--- config.mk ---
export PLATFORM = sky130hd
export DESIGN_NAME = ahb_arb_2m1s
export DESIGN_NICKNAME = d
export VERILOG_FILES = /design/src/rtl/ahb_arb_2m1s.sv
export SDC_FILE = /design/constraint.sdc
export NUM_CORES = 1
export LEC_CHECK = 0
export BUFFER_PORTS_ARGS = -buffer_cell sky130_fd_sc_hd__buf_4
export CORE_AREA = 3 3 132 134
export CTS_CLUSTER_SIZE = 14
export DETAILED_ROUTE_END_ITERATION = 10
export DIE_AREA = 0 0 135 137
export GPL_ROUTABILITY_DRIVEN = 1
export HOLD_SLACK_MARGIN = 0.1
export PLACE_DENSITY = 0.69
export SYNTH_ARGS = -nofsm -noshare
export SYNTH_HDL_FRONTEND = slang
export SYNTH_SLANG_ARGS = --single-unit
--- constraint.sdc ---
create_clock -name CLK -period 2.4 [get_ports CLK]
set_input_delay 0.12 -clock CLK [delete_from_list [all_inputs] [get_ports CLK]]
set_output_delay 0.12 -clock CLK [all_outputs]
set_load 0.05 [all_outputs]
--- src/rtl/ahb_arb_2m1s.sv ---
// Two-master, one-slave AHB-Lite arbiter. Uncontended transfers pass straight
// through. A losing address phase is parked in a per-master hold register and replayed as NONSEQ.
module ahb_arb_2m1s #(
  parameter int ARB_MODE = 0
) (
  input  logic        CLK,
  input  logic        RES_N,
  input  logic [1:0]  M0_HTRANS,
  input  logic        M0_HWRITE,
  input  logic [2:0]  M0_HSIZE,
  input  logic [2:0]  M0_HBURST,
  input  logic [3:0]  M0_HPROT,
  input  logic        M0_HMASTLOCK,
  input  logic [31:0] M0_HADDR,
  input  logic [31:0] M0_HWDATA,
  output logic        M0_HREADY,
  output logic [31:0] M0_HRDATA,
  output logic        M0_HRESP,
  input  logic [1:0]  M1_HTRANS,
  input  logic        M1_HWRITE,
  input  logic [2:0]  M1_HSIZE,
  input  logic [2:0]  M1_HBURST,
  input  logic [3:0]  M1_HPROT,
  input  logic        M1_HMASTLOCK,
  input  logic [31:0] M1_HADDR,
  input  logic [31:0] M1_HWDATA,
  output logic        M1_HREADY,
  output logic [31:0] M1_HRDATA,
  output logic        M1_HRESP,
  output logic        S_HSEL,
  output logic [1:0]  S_HTRANS,
  output logic        S_HWRITE,
  output logic [2:0]  S_HSIZE,
  output logic [2:0]  S_HBURST,
  output logic [3:0]  S_HPROT,
  output logic        S_HMASTLOCK,
  output logic [31:0] S_HADDR,
  output logic [31:0] S_HWDATA,
  output logic        S_HREADY,
  input  logic        S_HREADYOUT,
  input  logic [31:0] S_HRDATA,
  input  logic        S_HRESP
);

  localparam logic [1:0] HTRANS_IDLE   = 2'b00;
  localparam logic [1:0] HTRANS_NONSEQ = 2'b10;

  typedef enum logic [1:0] {
    M_IDLE = 2'd0,
    M_WAIT = 2'd1,
    M_DATA = 2'd2
  } mst_state_e;

  // Master-side signals gathered into arrays indexed by master number
  logic [1:0]  m_htrans    [2];
  logic        m_hwrite    [2];
  logic [2:0]  m_hsize     [2];
  logic [2:0]  m_hburst    [2];
  logic [3:0]  m_hprot     [2];
  logic        m_hmastlock [2];
  logic [31:0] m_haddr     [2];
  logic [31:0] m_hwdata    [2];
  logic [31:0] m_hrdata    [2];
  logic [1:0]  m_hresp;
  logic [1:0]  m_hready;

  assign m_htrans[0]    = M0_HTRANS;
  assign m_hwrite[0]    = M0_HWRITE;
  assign m_hsize[0]     = M0_HSIZE;
  assign m_hburst[0]    = M0_HBURST;
  assign m_hprot[0]     = M0_HPROT;
  assign m_hmastlock[0] = M0_HMASTLOCK;
  assign m_haddr[0]     = M0_HADDR;
  assign m_hwdata[0]    = M0_HWDATA;
  assign m_htrans[1]    = M1_HTRANS;
  assign m_hwrite[1]    = M1_HWRITE;
  assign m_hsize[1]     = M1_HSIZE;
  assign m_hburst[1]    = M1_HBURST;
  assign m_hprot[1]     = M1_HPROT;
  assign m_hmastlock[1] = M1_HMASTLOCK;
  assign m_haddr[1]     = M1_HADDR;
  assign m_hwdata[1]    = M1_HWDATA;

  assign M0_HREADY = m_hready[0];
  assign M0_HRDATA = m_hrdata[0];
  assign M0_HRESP  = m_hresp[0];
  assign M1_HREADY = m_hready[1];
  assign M1_HRDATA = m_hrdata[1];
  assign M1_HRESP  = m_hresp[1];

  mst_state_e  state_q [2];
  mst_state_e  state_d [2];
  logic [1:0]  pend_q, pend_d;
  logic [31:0] hold_addr_q  [2];
  logic [31:0] hold_addr_d  [2];
  logic        hold_write_q [2];
  logic        hold_write_d [2];
  logic [2:0]  hold_size_q  [2];
  logic [2:0]  hold_size_d  [2];
  logic [2:0]  hold_burst_q [2];
  logic [2:0]  hold_burst_d [2];
  logic [3:0]  hold_prot_q  [2];
  logic [3:0]  hold_prot_d  [2];
  logic        hold_lock_q  [2];
  logic        hold_lock_d  [2];
  logic        data_valid_q, data_valid_d;
  logic        data_owner_q, data_owner_d;
  logic        last_grant_q, last_grant_d;
  logic        lock_q, lock_d;

  logic [1:0]  live_req;
  logic [1:0]  req;
  logic [1:0]  lock_eff;
  logic        win;
  logic        grant_valid;
  logic        commit;
  logic        sel_pend;

  // State register
  always_ff @(posedge CLK or negedge RES_N) begin
    if (!RES_N) begin
      for (int i = 0; i < 2; i++) begin
        state_q[i]      <= M_IDLE;
        hold_addr_q[i]  <= '0;
        hold_write_q[i] <= 1'b0;
        hold_size_q[i]  <= '0;
        hold_burst_q[i] <= '0;
        hold_prot_q[i]  <= '0;
        hold_lock_q[i]  <= 1'b0;
      end
      pend_q       <= '0;
      data_valid_q <= 1'b0;
      data_owner_q <= 1'b0;
      last_grant_q <= 1'b1;
      lock_q       <= 1'b0;
    end else begin
      for (int i = 0; i < 2; i++) begin
        state_q[i]      <= state_d[i];
        hold_addr_q[i]  <= hold_addr_d[i];
        hold_write_q[i] <= hold_write_d[i];
        hold_size_q[i]  <= hold_size_d[i];
        hold_burst_q[i] <= hold_burst_d[i];
        hold_prot_q[i]  <= hold_prot_d[i];
        hold_lock_q[i]  <= hold_lock_d[i];
      end
      pend_q       <= pend_d;
      data_valid_q <= data_valid_d;
      data_owner_q <= data_owner_d;
      last_grant_q <= last_grant_d;
      lock_q       <= lock_d;
    end
  end

  // Requests; live requests are masked while reset is asserted so the slave sees IDLE
  always_comb begin
    live_req = '0;
    req      = '0;
    lock_eff = '0;
    for (int i = 0; i < 2; i++) begin
      live_req[i] = m_hready[i] & m_htrans[i][1] & RES_N;
      req[i]      = pend_q[i] | live_req[i];
      lock_eff[i] = pend_q[i] ? hold_lock_q[i] : m_hmastlock[i];
    end
  end

  always_comb begin
    grant_valid = |req;
    if (lock_q && req[last_grant_q] && lock_eff[last_grant_q]) begin
      win = last_grant_q;
    end else if (ARB_MODE == 1) begin
      win = ~req[0];
    end else if (&req) begin
      win = ~last_grant_q;
    end else begin
      win = req[1];
    end
    commit = S_HREADYOUT & grant_valid;
  end

  // Next-state logic
  always_comb begin
    for (int i = 0; i < 2; i++) begin
      state_d[i]      = state_q[i];
      hold_addr_d[i]  = hold_addr_q[i];
      hold_write_d[i] = hold_write_q[i];
      hold_size_d[i]  = hold_size_q[i];
      hold_burst_d[i] = hold_burst_q[i];
      hold_prot_d[i]  = hold_prot_q[i];
      hold_lock_d[i]  = hold_lock_q[i];
    end
    pend_d = pend_q;
    for (int i = 0; i < 2; i++) begin
      if (pend_q[i]) begin
        if (commit && (win == 1'(i))) begin
          state_d[i] = M_DATA;
          pend_d[i]  = 1'b0;
        end else begin
          state_d[i] = M_WAIT;
        end
      end else if (live_req[i]) begin
        if (commit && (win == 1'(i))) begin
          state_d[i] = M_DATA;
        end else begin
          state_d[i]      = M_WAIT;
          pend_d[i]       = 1'b1;
          hold_addr_d[i]  = m_haddr[i];
          hold_write_d[i] = m_hwrite[i];
          hold_size_d[i]  = m_hsize[i];
          hold_burst_d[i] = m_hburst[i];
          hold_prot_d[i]  = m_hprot[i];
          hold_lock_d[i]  = m_hmastlock[i];
        end
      end else if (state_q[i] == M_DATA && !S_HREADYOUT) begin
        state_d[i] = M_DATA;
      end else begin
        state_d[i] = M_IDLE;
      end
    end

    data_valid_d = data_valid_q;
    data_owner_d = data_owner_q;
    last_grant_d = last_grant_q;
    lock_d       = lock_q;
    if (S_HREADYOUT) begin
      if (grant_valid) begin
        data_valid_d = 1'b1;
        data_owner_d = win;
        last_grant_d = win;
        lock_d       = lock_eff[win];
      end else begin
        data_valid_d = 1'b0;
        lock_d       = 1'b0;
      end
    end
  end

  // Output logic: per-master HREADY
  always_comb begin
    m_hready = '1;
    for (int i = 0; i < 2; i++) begin
      case (state_q[i])
        M_WAIT:  m_hready[i] = 1'b0;
        M_DATA:  m_hready[i] = S_HREADYOUT;
        default: m_hready[i] = 1'b1;
      endcase
    end
  end

  // Slave address-phase mux
  always_comb begin
    sel_pend    = pend_q[win];
    S_HADDR     = sel_pend ? hold_addr_q[win]  : m_haddr[win];
    S_HWRITE    = sel_pend ? hold_write_q[win] : m_hwrite[win];
    S_HSIZE     = sel_pend ? hold_size_q[win]  : m_hsize[win];
    S_HBURST    = sel_pend ? hold_burst_q[win] : m_hburst[win];
    S_HPROT     = sel_pend ? hold_prot_q[win]  : m_hprot[win];
    S_HMASTLOCK = sel_pend ? hold_lock_q[win]  : m_hmastlock[win];
    if (!grant_valid) begin
      S_HTRANS = HTRANS_IDLE;
    end else if (sel_pend) begin
      S_HTRANS = HTRANS_NONSEQ;
    end else begin
      S_HTRANS = m_htrans[win];
    end
  end

  assign S_HSEL   = S_HTRANS[1];
  assign S_HREADY = S_HREADYOUT;
  assign S_HWDATA = m_hwdata[data_owner_q];

  generate
    for (genvar gi = 0; gi < 2; gi++) begin : g_resp
      logic owns_data;
      assign owns_data    = data_valid_q & (data_owner_q == 1'(gi));
      assign m_hrdata[gi] = owns_data ? S_HRDATA : '0;
      assign m_hresp[gi]  = owns_data & S_HRESP;
    end
  endgenerate

endmodule

======== After elaboration in Yosys (flattened, before gate mapping) ========
Cells that the tools add are included.
storage, ports and cells
  register bits after elaboration ......... 98
  input bits .............................. 192
operators by class
  order comparisons ....................... 4
  eq/ne operators ......................... 4
  reduce and logical (&&, ||, !) cells .... 12
  bitwise operators ....................... 20
  mux-type cells .......................... 82
operator list
  cell                                                                          count
  32-bit two-way mux                                                            12
  3-bit two-way mux                                                             14
  1-bit two-way mux                                                             34
  4-bit two-way mux                                                             7
  2-bit two-way mux                                                             13
  1-bit bitwise AND                                                             9
  1-bit NOT                                                                     7
  1-bit logical AND                                                             6
  3-bit AND reduction                                                           2
  2-bit by 1-bit equality test with 1-bit output, second input constant         2
  2-bit equality test, second input constant                                    2
  2-bit >= comparator, second input constant                                    2
  1-bit by 2-bit less-than comparator with 1-bit output, second input constant  2
  1-bit NOT with 2-bit output                                                   2
  1-bit one-hot mux with 2 select lines                                         2
  2-bit AND reduction                                                           2
  1-bit OR                                                                      2
  2-bit OR reduction                                                            1
  1-bit logical NOT                                                             1

======== Logic depth before layout (Yosys ltp) ========
  depth in word-level cells ............... 16
  gate-level depth with buffers ........... 8
  gate-level depth less buffers ........... 5

======== Least setup slack after synthesis ========
OpenSTA, ideal clock, no wires.
  kind .................................... register -> output
  start ................................... register pend_q[1]
  end ..................................... output S_HADDR[10]
  required time ........................... 2,280 ps
  path buffers ............................ 2
  slack ................................... -429 ps
  cell stages (with the launch flop) ...... 8
  arrival time ............................ 2,709 ps
  path through ............................ dfrtp_1 > mux2_4 > and3_1 > clkbuf_1 > o31ai_1 > clkbuf_1 > o22ai_1 > a21oi_1
on the way
  word-level cells in the longest chain between the ends .. 11
ends and longest elaborated chain
  what                                                    RTL line  RTL
  start: declaration                                      93        logic [1:0] pend_q, pend_d;
  start signal: assignment                                146       pend_q <= pend_d;
  1-bit OR                                                161       req[i] = pend_q[i] | live_req[i];
  1-bit two-way mux (not written as such) (2 in series)   168       if (lock_q && req[last_grant_q] && lock_eff[last_grant_q]) begin
  1-bit logical AND (2 in series)                         168
  1-bit two-way mux                                       168
  1-bit NOT with 2-bit output (not written as such)       252       S_HADDR = sel_pend ? hold_addr_q[win] : m_haddr[win];
  32-bit two-way mux (not written as such) (3 in series)  252
  32-bit two-way mux *                                    252
  end: declaration                                        37        output logic [31:0] S_HADDR,
Mark *: on every way between the ends. The rest lies on a longest branch, timed or not. The select of a mux whose other input is x is not followed.

======== Worst setup path in the final report ========
  start ................................... register pend_q[0]
  end ..................................... output S_HADDR[10]
Same word-level chain as after synthesis.

==> flow_metrics.env <==
export IMPL_multi_input_area_mm2=0.00401
export IMPL_leakage_uw=0.00528
export IMPL_min_path_type="in2reg"
export IMPL_whs_path_depth=3
export IMPL_path_cells="mux2i_4 > o21a_1 > buf_6 > o31ai_4 > buf_6 > buf_12 > buf_12 > o22ai_4 > a21oi_2 > buf_6"
export IMPL_synth_edf_count=0
export IMPL_criticalPathCategory="reg2out"
export IMPL_max_slew_margin_pct=36.8
export IMPL_critical_path_n_buffers_inverters=5
export IMPL_rsz0062_at_grt="yes"
export IMPL_power_density_mw_per_mm2=1320
export IMPL_netlist_area_mm2=0.00578
export IMPL_worst_slew_pin_slew_ps=945
export IMPL_cts_tree="yes"
export IMPL_ant_nets=0
export IMPL_comb_power_share_pct=69.9
export IMPL_path_common_cell="buf_6"
export IMPL_setup_viol=43
export IMPL_clockBufferDepth=2
export IMPL_dp_hpwl_um=18400
export IMPL_drt_total_wl_um=26800
export IMPL_final_nets=1139
export IMPL_die_y_um=137
export IMPL_yosysSeqAreaShare_pct=41.6
export IMPL_yosys_register_bits=96
export IMPL_p_int_uw=7600
export IMPL_grt_max_degree=50
export IMPL_clkSlewWorstSetupHoldPaths_ps=60
export IMPL_ys_async_sr_fraction_pct=100
export IMPL_start_util_pct=35.3
export IMPL_postPlaceCellArea_mm2=0.00917
export IMPL_wl_per_cell_um=22.8
export IMPL_portBuffers=339
export IMPL_min_delay_start="S_HREADYOUT"
export IMPL_power_switching_uw=7270
export IMPL_grt_pass1_vias=6567
export IMPL_crit_family="buffers and inverters"
export IMPL_setup_ws_ps=-111
export IMPL_holdPathEnd="state_q[3]"
export IMPL_r2r_end="hold_prot_q[0]"
export IMPL_ys_flop_type="dfrtp_1"
export IMPL_clockRootBuffer="clkbuf_16"
export IMPL_start_kind="flop"
export IMPL_reg2reg_depth=7
export IMPL_first_pass_iters=4
export IMPL_fmax_mhz=398
export IMPL_std_cell_rows=47
export IMPL_cp_max_fo=5
export IMPL_ios=340
export IMPL_critical_path_max_stage_delay_ps=430
export IMPL_rrSetupSlack_ps=70
export IMPL_period_minus_slack_ps=2510
export IMPL_die_area_mm2=0.0185
export IMPL_slowest_stage="dfrtp_2"
export IMPL_seqPwrFrac_pct=20.9
export IMPL_register_area_mm2=0.00241
export IMPL_peakVddDrop_mv=1.18
export IMPL_syn_area_per_cell_um2=11.5
export IMPL_gp_congestion=0.942
export IMPL_finalCritPeriodShare_pct=105
export IMPL_htree_num_levels=3
export IMPL_fin_hold_ws_ps=166
export IMPL_worstPathRequired_ps=2280
export IMPL_nFillCells=1162
export IMPL_drc=0
export IMPL_outcome="complete, but fails checks"
export IMPL_grt_pass1_wl_um=37800
export IMPL_overflow=0
export IMPL_max_cap_violations=0
export IMPL_yosysUniqueCellTypes=38
export IMPL_numClockSinks=96
export IMPL_syn_nets=695
export IMPL_clk_latency_ps=340
export IMPL_groute_usage_overall_pct=26.6
export IMPL_antenna_found_initial=3
export IMPL_dp_slack_ps=169
export IMPL_cp_end_kind="output port"
export IMPL_maxSlewViolCount=0
export IMPL_violations="negative setup slack"
export IMPL_arrival_ps=2390
export IMPL_final_cell_area_mm2=0.0113
export IMPL_r2r_start="pend_q[0]"
export IMPL_vias=6162
export IMPL_first_iter_violations=164
export IMPL_cts_buffers=9
export IMPL_final_layout_size_suffix_gt1_share_pct=64.1
export IMPL_viasPerCell=5.25
export IMPL_finalHoldViolCount=0
export IMPL_synth_cells=503
export IMPL_yosysWarningCount=0
export IMPL_die_w_um=135
export IMPL_clock_skew_ps=6.83
export IMPL_p_total_uw=14900
export IMPL_pwr_share_clk_pct=9.2
export IMPL_p_sw_share_pct=48.9
export IMPL_core_mm2=0.0164
export IMPL_area_growth_pct=94.9
-- synth_stat cells (5+ instances only) --
library cell / instances / area (µm²)
clkbuf_1: 23 / 86.3
mux2_2: 78 / 878
and2_1: 35 / 219
buf_1: 5 / 18.8
and3_1: 34 / 213
mux2i_1: 44 / 440
o22ai_1: 45 / 282
a21oi_1: 45 / 225
buf_2: 9 / 45.0
mux2_4: 41 / 616
dfrtp_1: 95 / 2380
-- state kept, by name, indices dropped and copies added (netlist names), 2 cells and up --
register,cells
hold_addr_q,64
hold_burst_q,6
hold_lock_q,2
hold_prot_q,8
hold_size_q,6
hold_write_q,2
pend_q,2
state_q,2
-- layout make-up --
class                           count  share of cell area [%]
Sequential cell                    96                    21.3
Clock buffer                       12                    2.19
Antenna cell                        2                  0.0444
Clock inverter                      4                   0.266
Multi-Input combinational cell    359                    35.6
Inverter                            4                   0.133
Timing Repair Buffer              477                    38.0
Tap cell                          220                    2.44
-- cells by family (layout without fill, tap and decap cells) --
kind of cell | count (synthesis) | count (layout) | share of synthesized area [%]
muxes | 167 | 167 | 34.2
AOI/OAI and AO/OA | 108 | 108 | 11.2
DFF | 96 | 96 | 41.6
and+or+nand+nor | 84 | 84 | 8.96
buffers and inverters | 48 | 497 | 4.02
other | 0 | 2 | 0
-- cell usage in the layout (no fill, tap or decap), types with 2 or more instances in the layout --
cell type | synthesis | layout
a21oi_1 | 45 | 3
a21oi_2 | 0 | 3
a21oi_4 | 0 | 39
a22o_1 | 3 | 3
a31oi_1 | 2 | 2
and2_1 | 35 | 35
and3_1 | 34 | 33
buf_12 | 0 | 13
buf_4 | 3 | 316
buf_6 | 4 | 44
buf_8 | 0 | 7
clkbuf_1 | 23 | 2
clkbuf_16 | 0 | 13
clkinv_4 | 0 | 2
dfrtp_1 | 95 | 93
dfrtp_2 | 0 | 2
diode_2 | 0 | 2
dlygate4sd3_1 | 0 | 92
inv_1 | 4 | 4
mux2_1 | 4 | 4
mux2_2 | 78 | 78
mux2_4 | 41 | 41
mux2i_1 | 44 | 43
nand2_1 | 4 | 4
nand2b_1 | 2 | 2
nand3_1 | 2 | 2
o22ai_1 | 45 | 10
o22ai_2 | 0 | 20
o22ai_4 | 0 | 15
o31ai_4 | 0 | 3
-- tightest hold or removal path, stage by stage --
cell	delay, ps
buf_4	150
nand2_1	110
o22ai_1	80
-- metrics by stage --
step	util, %	TNS (ps)	std cells
after floorplan	-	-987	503
after global placement	55.9	0	1043
after detailed placement	55.9	0	1043
after CTS	66.4	-2600	1161
after global routing	68.7	-6070	1173
final	68.7	-2850	1174
-- worst max path at each step --
stage / from / end / slack [ps] / cells after the start
3_5_place_dp: pend_q[1] / S_HADDR[6] / 170 / 8
6_report: pend_q[0] / S_HADDR[10] / -110 / 10
2_1_floorplan: pend_q[1] / S_HBURST[2] / -140 / 6
5_1_grt: pend_q[0] / S_HBURST[2] / -190 / 10
3_3_place_gp: pend_q[1] / S_HADDR[23] / 240 / 8
4_1_cts: pend_q[0] / S_HPROT[1] / -100 / 10
-- timing repair --
action | 4_1_cts | 5_1_grt
gates cloned | 3 | 5
buffers inserted | 8 | 9
endpoints found under the hold margin | 110 | 0
endpoints found under the setup margin | 44 | 44
hold buffers | 92 | 0
gates resized for setup | 90 | 46
pin swaps | 4 | 12
-- per-layer routing --
metal / GRT usage, % / wire length (µm) / vias to the layer above
met3: 6.36 / 1990 / 63
met5: 0 / 24 / -
met1: 30.5 / 9850 / 3039
li1: - / - / 2766
met4: 9.63 / 1000 / 4
met2: 48.3 / 13900 / 290
-- power by group through the flow --
stage	sequential (µW)	combinational, µW	clock [µW]
final	3110	10400	1370
after floorplan	2760	6630	0
after detailed placement	2970	9020	0
after global routing	3200	10800	1460
after CTS	3010	9920	1380
after global placement	2940	8890	0
(Power assumes the default switching activity.)
